File: config.mk
export PLATFORM = sky130hd
export DESIGN_NAME = deser_rx
export DESIGN_NICKNAME = d
export VERILOG_FILES = /design/src/rtl/deser_rx.sv
export SDC_FILE = /design/constraint.sdc
export NUM_CORES = 1
export LEC_CHECK = 0
export CAP_MARGIN = 10
export CORE_MARGIN = 4
export CORE_UTILIZATION = 48
export CTS_BUF_LIST = sky130_fd_sc_hd__clkbuf_4 sky130_fd_sc_hd__clkbuf_8 sky130_fd_sc_hd__clkbuf_16
export DETAILED_ROUTE_END_ITERATION = 16
export PLACE_DENSITY = 0.74
export REMOVE_ABC_BUFFERS = 1
export SYNTH_ARGS = -nofsm -noshare
export SYNTH_HDL_FRONTEND = slang
export SYNTH_SLANG_ARGS = --single-unit
File: constraint.sdc
create_clock -name clk -period 1.32 [get_ports clk]
set_input_delay 0.264 -clock clk [delete_from_list [all_inputs] [get_ports clk]]
set_output_delay 0.264 -clock clk [all_outputs]
set_load 0.02 [all_outputs]
File: src/rtl/deser_rx.sv
// Serial-in / parallel-out frame receiver: start(0), N data bits LSB first, stop(1).
// Latency: valid rises N+2 enabled bits after the start sample (N+3 with parity).
// Backpressure: one-word output register; a word completing while valid=1 and ready=0 is dropped with ovf.
// Optional build macro: DESER_RX_PARITY_EN adds an even-parity bit before stop and the perr output.
module deser_rx #(
  parameter int N = 4
) (
  input  logic         clk,
  input  logic         rst_n,
  input  logic         en,
  input  logic         data,
  input  logic         ready,
  output logic [N-1:0] q,
  output logic         valid,
  output logic         busy,
  output logic         frame_err,
`ifdef DESER_RX_PARITY_EN
  output logic         perr,
`endif
  output logic         ovf
);

  localparam int CW = (N > 1) ? $clog2(N) : 1;
  localparam logic [CW-1:0] LAST = CW'(N - 1);

`ifdef DESER_RX_PARITY_EN
  typedef enum logic [1:0] {IDLE, DATA, PARITY, STOP} state_t;
`else
  typedef enum logic [1:0] {IDLE, DATA, STOP} state_t;
`endif

  state_t        state_q, state_d;
  logic [CW-1:0] cnt_q, cnt_d;
  logic [N-1:0]  shift_q, shift_d;
  logic [N-1:0]  word_q;
  logic          par_q, par_d;
  logic          done_q, done_d;
  logic          ferr_q, ferr_d;
  logic          perr_q, perr_d;
  logic          valid_q, busy_q, ovf_q;

  // Frame FSM: advances only on strobed bits; flags completion/errors at the stop sample.
  always_comb begin
    state_d = state_q;
    cnt_d   = cnt_q;
    shift_d = shift_q;
    par_d   = par_q;
    done_d  = 1'b0;
    ferr_d  = 1'b0;
    perr_d  = 1'b0;
    if (en) begin
      unique case (state_q)
        IDLE: begin
          if (!data) begin
            state_d = DATA;
            cnt_d   = '0;
          end
        end
        DATA: begin
          shift_d[cnt_q] = data;
          cnt_d          = cnt_q + CW'(1);
          if (cnt_q == LAST) begin
`ifdef DESER_RX_PARITY_EN
            state_d = PARITY;
`else
            state_d = STOP;
`endif
          end
        end
`ifdef DESER_RX_PARITY_EN
        PARITY: begin
          par_d   = data;
          state_d = STOP;
        end
`endif
        STOP: begin
          // A 0 here is a framing error, never a new start bit.
          state_d = IDLE;
          ferr_d  = ~data;
`ifdef DESER_RX_PARITY_EN
          perr_d  = ^{shift_q, par_q};
`endif
          done_d  = data & ~perr_d;
        end
        default: state_d = IDLE;
      endcase
    end
  end

  // FSM state, counter, shift register and one-cycle status pulses.
  always_ff @(posedge clk) begin
    if (!rst_n) begin
      state_q <= IDLE;
      cnt_q   <= '0;
      shift_q <= '0;
      par_q   <= 1'b0;
      done_q  <= 1'b0;
      ferr_q  <= 1'b0;
      perr_q  <= 1'b0;
      busy_q  <= 1'b0;
    end else begin
      state_q <= state_d;
      cnt_q   <= cnt_d;
      shift_q <= shift_d;
      par_q   <= par_d;
      done_q  <= done_d;
      ferr_q  <= ferr_d;
      perr_q  <= perr_d;
      busy_q  <= (state_d != IDLE);
    end
  end

  // Output register: loads the completed word the cycle after the stop sample.
  // shift_q is stable then because the FSM sits in IDLE/first-start and writes no data bit.
  always_ff @(posedge clk) begin
    if (!rst_n) begin
      word_q  <= '0;
      valid_q <= 1'b0;
      ovf_q   <= 1'b0;
    end else begin
      ovf_q <= 1'b0;
      if (done_q) begin
        if (!valid_q || ready) begin
          word_q  <= shift_q;
          valid_q <= 1'b1;
        end else begin
          ovf_q <= 1'b1;
        end
      end else if (valid_q && ready) begin
        valid_q <= 1'b0;
      end
    end
  end

  assign q         = word_q;
  assign valid     = valid_q;
  assign busy      = busy_q;
  assign frame_err = ferr_q;
  assign ovf       = ovf_q;
`ifdef DESER_RX_PARITY_EN
  assign perr      = perr_q;
`else
  logic unused_par;
  assign unused_par = par_q ^ perr_q;
`endif

endmodule
# Word-level counts from Yosys, hierarchy flattened
# Index checks and enable logic that the tools add are counted.
# op_classes
n_addsub	1
n_lt_le_gt_ge	2
eq_ne	5
muxes	13
bitwise_logic	1
reduce_logical	14
# op_table
operator	n
$mux 2	4
$pmux 2 s2	2
$reduce_and 2->1	4
$reduce_and 3->1	2
$reduce_bool 2->1	3
$mux 1	5
$bwmux 4	1
$eq 2x2->1 const B	2
$lt 2x3->1 const B	1
$add 2x1->2 const B	1
$demux 1 s2	1
$eq 2x1->1 const B	1
$ge 2x1->1 const B	1
$logic_and 1x1->1	2
$logic_not 2->1	1
$ne 2x1->1 const B	1
$ne 2x2->1 const B	1
$logic_not 1->1	1
$logic_or 1x1->1	1
$not 1->1	1
# word_totals
regBits	17
in_bits	5
out_inout_bits	8

# Depth between registers and ports, before layout
# Gate-level depths: netlist of the first run.
# logic_depth
depth_word	5
mapped_depth	4
mapped_depth_nobuf	4

# Worst setup path before layout of the first run
# Ideal clock, no wire load.
# synth_path
kind	register to register
start	register valid_q, in the netlist valid
end	register word_q[0], in the netlist q[0]
arrival_time_ps	1037
path_slack_ps	211
stages_incl_launch_ff	5
path_buffers	1
period_less_slack_ps	1109
cell_sequence	dfxtp_1 -> nor2b_1 -> nand2b_1 -> clkbuf_2 -> mux2i_1
# synth_via
elab_chain_len	3
# synth_rtl
item	line	source
from (decl)	40	logic valid_q, busy_q, ovf_q;
from (signal assigned)	118	valid_q <= 1'b0;
from (signal assigned)	125	valid_q <= 1'b1;
from (signal assigned)	130	valid_q <= 1'b0;
$logic_not 1->1	123	if (!valid_q || ready) begin
$logic_or 1x1->1	123	
$reduce_and 2->1 (no line)	--	
to (signal assigned)	124	word_q <= shift_q;
to (decl)	35	logic [N-1:0] word_q;
# No other way between the ends.
# A chain may end at the register's enable or synchronous reset.

# Final worst setup path of the first run
# layout_path
start	register word_q[1], in the netlist q[1]
end	output q[1]
# layout_rtl
item	line	source
to (decl)	13	output logic [N-1:0] q,
# No word-level cell between the ends.

==> results of run 1 <==
-- through the flow --
| stage | worst slack, ns | hold slack, ns | power (mW) |
|---|---|---|---|
| after floorplan | 0.2260 | 0.3364 | 0.5639 |
| after global routing | 0.04299 | 0.4949 | 0.9047 |
| after global placement | -0.1325 | 0.4443 | 0.5997 |
| after CTS | 0.08535 | 0.4687 | 0.8664 |
| after detailed placement | -0.1565 | 0.4565 | 0.6017 |
| final | 0.1020 | 0.4623 | 0.8538 |
-- cell usage after synthesis --
cell type / count
dfxtp_1: 17
nand2_1: 15
mux2i_1: 8
nor2_1: 7
inv_1: 6
ha_1: 4
a211oi_1: 2
a21oi_1: 2
a221oi_1: 1
and3_1: 1
and3b_2: 1
buf_2: 1
buf_6: 1
clkbuf_2: 1
nand2b_1: 1
nand3_1: 1
nand4_1: 1
nor2b_1: 1
o21ai_0: 1
o31ai_1: 1
or4_1: 1
-- worst min-delay path, cell delays in order, from the launching register on --
cell     delay (ns)
dfxtp_1        0.32
nand2_1        0.05
mux2i_1        0.05
-- flip-flops by register name, indices dropped and copies added, names as in the netlist --
name / cells
valid: 1
busy: 1
ovf: 1
state_q: 2
cnt_q: 2
done_q: 1
frame_err: 1
q: 4
shift_q: 4
-- cell families after synthesis --
family	after synthesis	share of synthesized area
AOI/OAI and AO/OA	7	0.06702
buffers and inverters	9	0.06339
DFF	17	0.4928
muxes	8	0.1159
and+or+nand+nor	29	0.1884
adders and majority gates	4	0.07247
-- layout by cell type, fill, tap and decap left out, types with 2 or more instances in the layout --
cell type / instances
a211oi_1: 2
a21oi_1: 2
buf_4: 4
clkbuf_4: 3
clkdlybuf4s50_1: 4
dfxtp_1: 17
dlygate4sd2_1: 8
ha_1: 4
inv_1: 6
mux2i_1: 8
nand2_1: 15
nor2_1: 7
-- power groups by stage --
| stage | registers, mW | logic (mW) | clock network (mW) |
|---|---|---|---|
| after global placement | 0.537 | 0.0629 | 0 |
| after global routing | 0.527 | 0.0704 | 0.308 |
| after CTS | 0.525 | 0.0634 | 0.278 |
| after floorplan | 0.539 | 0.0251 | 0 |
| final | 0.525 | 0.0625 | 0.266 |
| after detailed placement | 0.537 | 0.0645 | 0 |
-- path summary, 6_finish.rpt --
check                           startpoint          to  slack (ns)  cells past startpoint
worst min register to register        q[1]        q[1]        0.46                      2
worst min-delay path                  q[1]        q[1]        0.46                      2
worst max register to register  state_q[1]  shift_q[3]        0.23                      3
worst max-delay path                  q[1]        q[1]        0.10                      1
-- cell type report --
class | instances | area [um^2] | share of cell area
Clock buffer | 3 | 22.52 | 0.02632
Tap cell | 15 | 18.77 | 0.02193
Inverter | 6 | 22.52 | 0.02632
Timing Repair Buffer | 16 | 140.1 | 0.1637
Sequential cell | 17 | 340.3 | 0.3977
Multi-Input combinational cell | 48 | 306.5 | 0.3582
Clock inverter | 1 | 5.005 | 0.005848
-- metal layers --
metal  vias to the layer above  GRT usage
li1                        277          -
met1                       234     0.1671
met2                         6     0.2500
met3                         2    0.03557
met4                         0    0.06818
met5                         -          0
==> results.txt, run 1 <==
Status - complete, no violations
Net switching power - 192.1 uW
Clk pwr share - 0.312
Pre-Repair DR Iteration Count - 3
RSZ-0062 raised after global routing - false
Comb pwr share - 0.073
Power share of the sequential group - 0.615
First-pass GRT wire length - 2208 um
Number of port buffers - 12
Dominant cell type by area after synthesis - dfxtp_1
TritonCTS clock tree - done
Share of the synthesized area in the top cell type - 0.4928
Clk root buf - clkbuf_4
WP data arrival - 0.95 ns
Largest net degree at the start of global routing - 13
Final setup violation count - 0
GP Congestion - 0.7367
Max layer used - met4
Overflow after GRT - 0
Post-Layout Cell Count - 106
Area contributors post-synth - dfxtp_1 (49%), mux2i_1 (12%), nand2_1 (8.2%)
Sink Count - 17
Placed cell count - 102
Worst IR drop on VDD - 0.4532 mV
Vert. Die Dim - 45.93 um
Slew headroom - 0.8209
Slowest-stage cell, CP - dfxtp_1
PD cells - 997.6 mW/mm^2
Maxcap violations - 0
Syn Area/Cell - 9.333 um^2
Hold Path Class - reg2reg
Post-DP HPWL - 929.2 um
Post-synthesis sequential area ratio - 0.4928
Worst Path Buf+Inv - 1
Die X - 45.93 um
Max Clock Skew - 0.006548 ns
Fill count - 139
FF+latch count, synth - 17
Initial antenna violation count - 0
Total negative slack - 0 ns
P_int - 661.7 uW
WS Path Type - reg2out
Final nets - 101
Clk pin slew, worst setup/hold paths - 0.10 ns
Row cnt - 13
Slew @ Worst Pin - 0.2670 ns
Die Area - 0.002110 mm^2
Antenna fix cells - 0
Critical path endpoint category - output port
CP peak stage delay - 0.34 ns
Post-route DRC - 0
Synthesized cell area - 690.7 um^2
Number of buffers created by CTS - 3
Core box area - 0.001334 mm^2
Post-route minimum period - 1.218 ns
Metal2 WL - 555 um
Post-cts resize count - 8
Syn-to-layout area delta - 23.91%
P_leak - 0.4310 nW
CP cell instances - dlygate4sd2_1
DP Area - 838.3 um^2
Met3 WL post-DR - 51 um
Initial Utilization - 0.5178
Htree depth - 1
Drt total wl - 1188 um
Final hold vios - 0
Hold Buf Count CTS - 0
Initial DRC Count - 5
Routed Antenna Nets - 0
Worst skew pair latency - 0.28 ns
Post-synth cell types - 21
Proportion of layout cells with a drive suffix above 1 - 0.09890
Cells after Synth - 74
Final instance area - 855.8 um^2
Critical Path Source Type - flip-flop
Clock tree buffer depth - 2
DR vias - 519
M1 WL - 567 um
Worst EP required - 1.06 ns
Pins Over Slew Limit - 0
Via density per instance - 4.896
Synth Warn # - 0
Global Route Usage Sum - 0.1460
Sw Share - 0.2250
Util after Layout - 0.6417
Final worst-path cycle share - 0.9227
Wire per inst - 11.21 um
Io pins - 13
Highest Clock Rate - 821.0 MHz
Vias in the first global route - 539
Top delay family on crit path - flip-flops
Crit-path max FO - 2
Postcts setup bufs - 0
Note: power is estimated with default switching activity, not from simulation.
==> run 2: changes to the inputs <==
--- a/config.mk
+++ b/config.mk
@@ -6,7 +6,7 @@
 export NUM_CORES = 1
 export LEC_CHECK = 0
 export CAP_MARGIN = 10
-export CORE_MARGIN = 4
+export CORE_MARGIN = 5
 export CORE_UTILIZATION = 48
 export CTS_BUF_LIST = sky130_fd_sc_hd__clkbuf_4 sky130_fd_sc_hd__clkbuf_8 sky130_fd_sc_hd__clkbuf_16
 export DETAILED_ROUTE_END_ITERATION = 16
==> results.txt, run 2 (synthesized netlist as in run 1, its figures left out) <==
PD cells - 1011 mW/mm^2 (+1.4%)
Slew headroom - 0.7885 (-0.03242)
Hold Path Class - reg2reg
Top delay family on crit path - flip-flops
Slew @ Worst Pin - 0.3153 ns (+0.04833 ns)
Die X - 47.93 um (+4.4%)
Hold endpoint - q[3]
TritonCTS clock tree - done
RSZ-0062 raised after global routing - false
Pins Over Slew Limit - 0 (unchanged)
Final worst-path cycle share - 0.9371 (+0.01434)
CP peak stage delay - 0.34 ns (about the same)
Io pins - 13 (unchanged)
Routed Antenna Nets - 0 (unchanged)
DP Area - 845.8 um^2 (+0.90%)
Post-route minimum period - 1.237 ns (+0.01893 ns)
Critical Path Start - q[1]
WS Path Type - reg2out
Status - complete, no violations
Pre-Repair DR Iteration Count - 4 (+1)
Worst R2R End - shift_q[3]
Highest Clock Rate - 808.4 MHz (-1.5%)
Antenna fix cells - 0 (unchanged)
R2R Setup Slk - 0.22 ns (about the same)
Clk pin slew, worst setup/hold paths - 0.10 ns (about the same)
Global Route Usage Sum - 0.1391 (-0.006893)
Clk root buf - clkbuf_4
Post-route DRC - 0 (unchanged)
Number of buffers created by CTS - 3 (unchanged)
Final hold vios - 0 (unchanged)
Drt total wl - 1198 um (+0.84%)
First-pass GRT wire length - 2187 um (-0.95%)
Placed cell count - 103 (+0.98%)
Final instance area - 863.3 um^2 (+0.88%)
R2r worst-path depth - 3 (unchanged)
P_leak - 0.4358 nW (+1.1%)
GP Congestion - 0.7672 (+4.1%)
Crit-path max FO - 2 (unchanged)
Maxcap violations - 0 (unchanged)
Final Power - 873.2 uW (+2.3%)
Proportion of layout cells with a drive suffix above 1 - 0.1087 (+0.009795)
Final nets - 102 (+0.99%)
Die Area - 0.002297 mm^2 (+8.9%)
CP cell instances - dlygate4sd2_1
Final setup violation count - 0 (unchanged)
Clock tree buffer depth - 2 (unchanged)
DR vias - 538 (+3.7%)
Initial antenna violation count - 0 (unchanged)
Commonest non-fill, non-tap cell in the layout - dfxtp_1
Number of port buffers - 12 (unchanged)
Core box area - 0.001334 mm^2 (unchanged)
Sink Count - 17 (unchanged)
Postcts setup bufs - 0 (unchanged)
Worst Path Buf+Inv - 1 (unchanged)
Critical path endpoint category - output port
Vert. Die Dim - 47.93 um (+4.4%)
WP data arrival - 0.97 ns (+0.02 ns)
Largest net degree at the start of global routing - 11 (-2)
Post-DP HPWL - 946.7 um (+1.9%)
Syn-to-layout area delta - 25.00%
Hold_sp - q[3]
Hold Path Stages - 2 (unchanged)
Util after Layout - 0.6473 (+0.005629)
Total negative slack - 0 ns (unchanged)
Slowest-stage cell, CP - dfxtp_1
Initial DRC Count - 8 (+3)
Wire per inst - 11.20 um (-0.10%)
Worst EP required - 1.06 ns (about the same)
Overflow after GRT - 0 (unchanged)
Row cnt - 13 (unchanged)
Max Clock Skew - 0.005960 ns (-0.0005878 ns)
Initial Utilization - 0.5178 (unchanged)
Most frequent cells in the layout - dfxtp_1 (17), nand2_1 (15), mux2i_1 (8), dlygate4sd2_1 (8), nor2_1 (7)
Via density per instance - 5.028 (+2.7%)
Post-Layout Cell Count - 107 (+0.94%)
Htree depth - 1 (unchanged)
Critical Path Source Type - flip-flop
Worst IR drop on VDD - 0.7126 mV (+57%)
Worst skew pair latency - 0.30 ns (+0.02 ns)
FF-to-FF Start - state_q[1]
Vias in the first global route - 525 (-2.6%)
-- run 2: worst max path at each step --
stage / endpoint / slack, ns / depth (start not counted)
floorplan: q[0] / 0.23 / 3
global placement: state_q[0] / -0.13 / 4
detailed placement: state_q[0] / -0.17 / 4
CTS: q[1] / 0.07 / 1
global route: state_q[0] / 0.04 / 4
finish: q[1] / 0.08 / 1
-- run 2: where the power goes --
| group | leakage [nW] | switching [mW] | internal, mW | total [mW] |
|---|---|---|---|---|
| Combinational | 0.281 | 0.0330 | 0.0315 | 0.0645 |
| Sequential | 0.137 | 0.00511 | 0.520 | 0.525 |
| Clock | 0.0177 | 0.171 | 0.113 | 0.284 |
| Total | 0.436 | 0.209 | 0.664 | 0.873 |
-- run 2: layout make-up --
cell class                 instances  area, um^2
clock buffer                       3       22.52
clock inverter                     1       5.005
fill                             128       470.5
inverter                           6       22.52
multi-input combinational         48       306.5
sequential                        17       340.3
tap                               15       18.77
timing repair buffer              17       147.6
-- run 2: what timing repair did --
action | 4_1_cts | 5_1_grt
hold buffers | 0 | 0
hold endpoints to repair | 0 | 0
setup endpoints to repair | 8 | 0
resized for setup | 8 | 0
-- run 2: routing by layer --
layer  vias up  GRT usage  wire length (um)
li1        281          -                 -
met4         0    0.08065                27
met3         2    0.03383                51
met1       246     0.1551               544
met2         9     0.2375               574
met5         -          0                 0
-- run 2: through the flow --
stage	setup WS [ns]	hold slack [ns]
finish	0.08306	0.4625
global route	0.03641	0.5162
CTS	0.06849	0.4701
detailed placement	-0.1651	0.4578
global placement	-0.1313	0.4447
floorplan	0.2260	0.3364
==> run 3: changes to the inputs <==
--- a/config.mk
+++ b/config.mk
@@ -10,6 +10,7 @@
 export CORE_UTILIZATION = 48
 export CTS_BUF_LIST = sky130_fd_sc_hd__clkbuf_4 sky130_fd_sc_hd__clkbuf_8 sky130_fd_sc_hd__clkbuf_16
 export DETAILED_ROUTE_END_ITERATION = 16
+export HOLD_SLACK_MARGIN = 0.1
 export PLACE_DENSITY = 0.74
 export REMOVE_ABC_BUFFERS = 1
 export SYNTH_ARGS = -nofsm -noshare
==> constraint.sdc (replaced) <==
create_clock -name clk -period 1.32 [get_ports clk]
set_input_delay 0.264 -clock clk [delete_from_list [all_inputs] [get_ports clk]]
set_output_delay 0.264 -clock clk [all_outputs]
set_load 0.01 [all_outputs]
==> results of run 3 <==
The final DEF is identical to that of run 2. Status: complete, no violations.
Among the figures that moved: setup slack after layout 0.08306 ns -> 0.1413 ns; start point of the critical path q[1] -> en; end point of the critical path q[1] -> state_q[0]; total power 0.8732 mW -> 0.8716 mW; worst IR drop on VDD 0.7126 mV -> 0.7121 mV
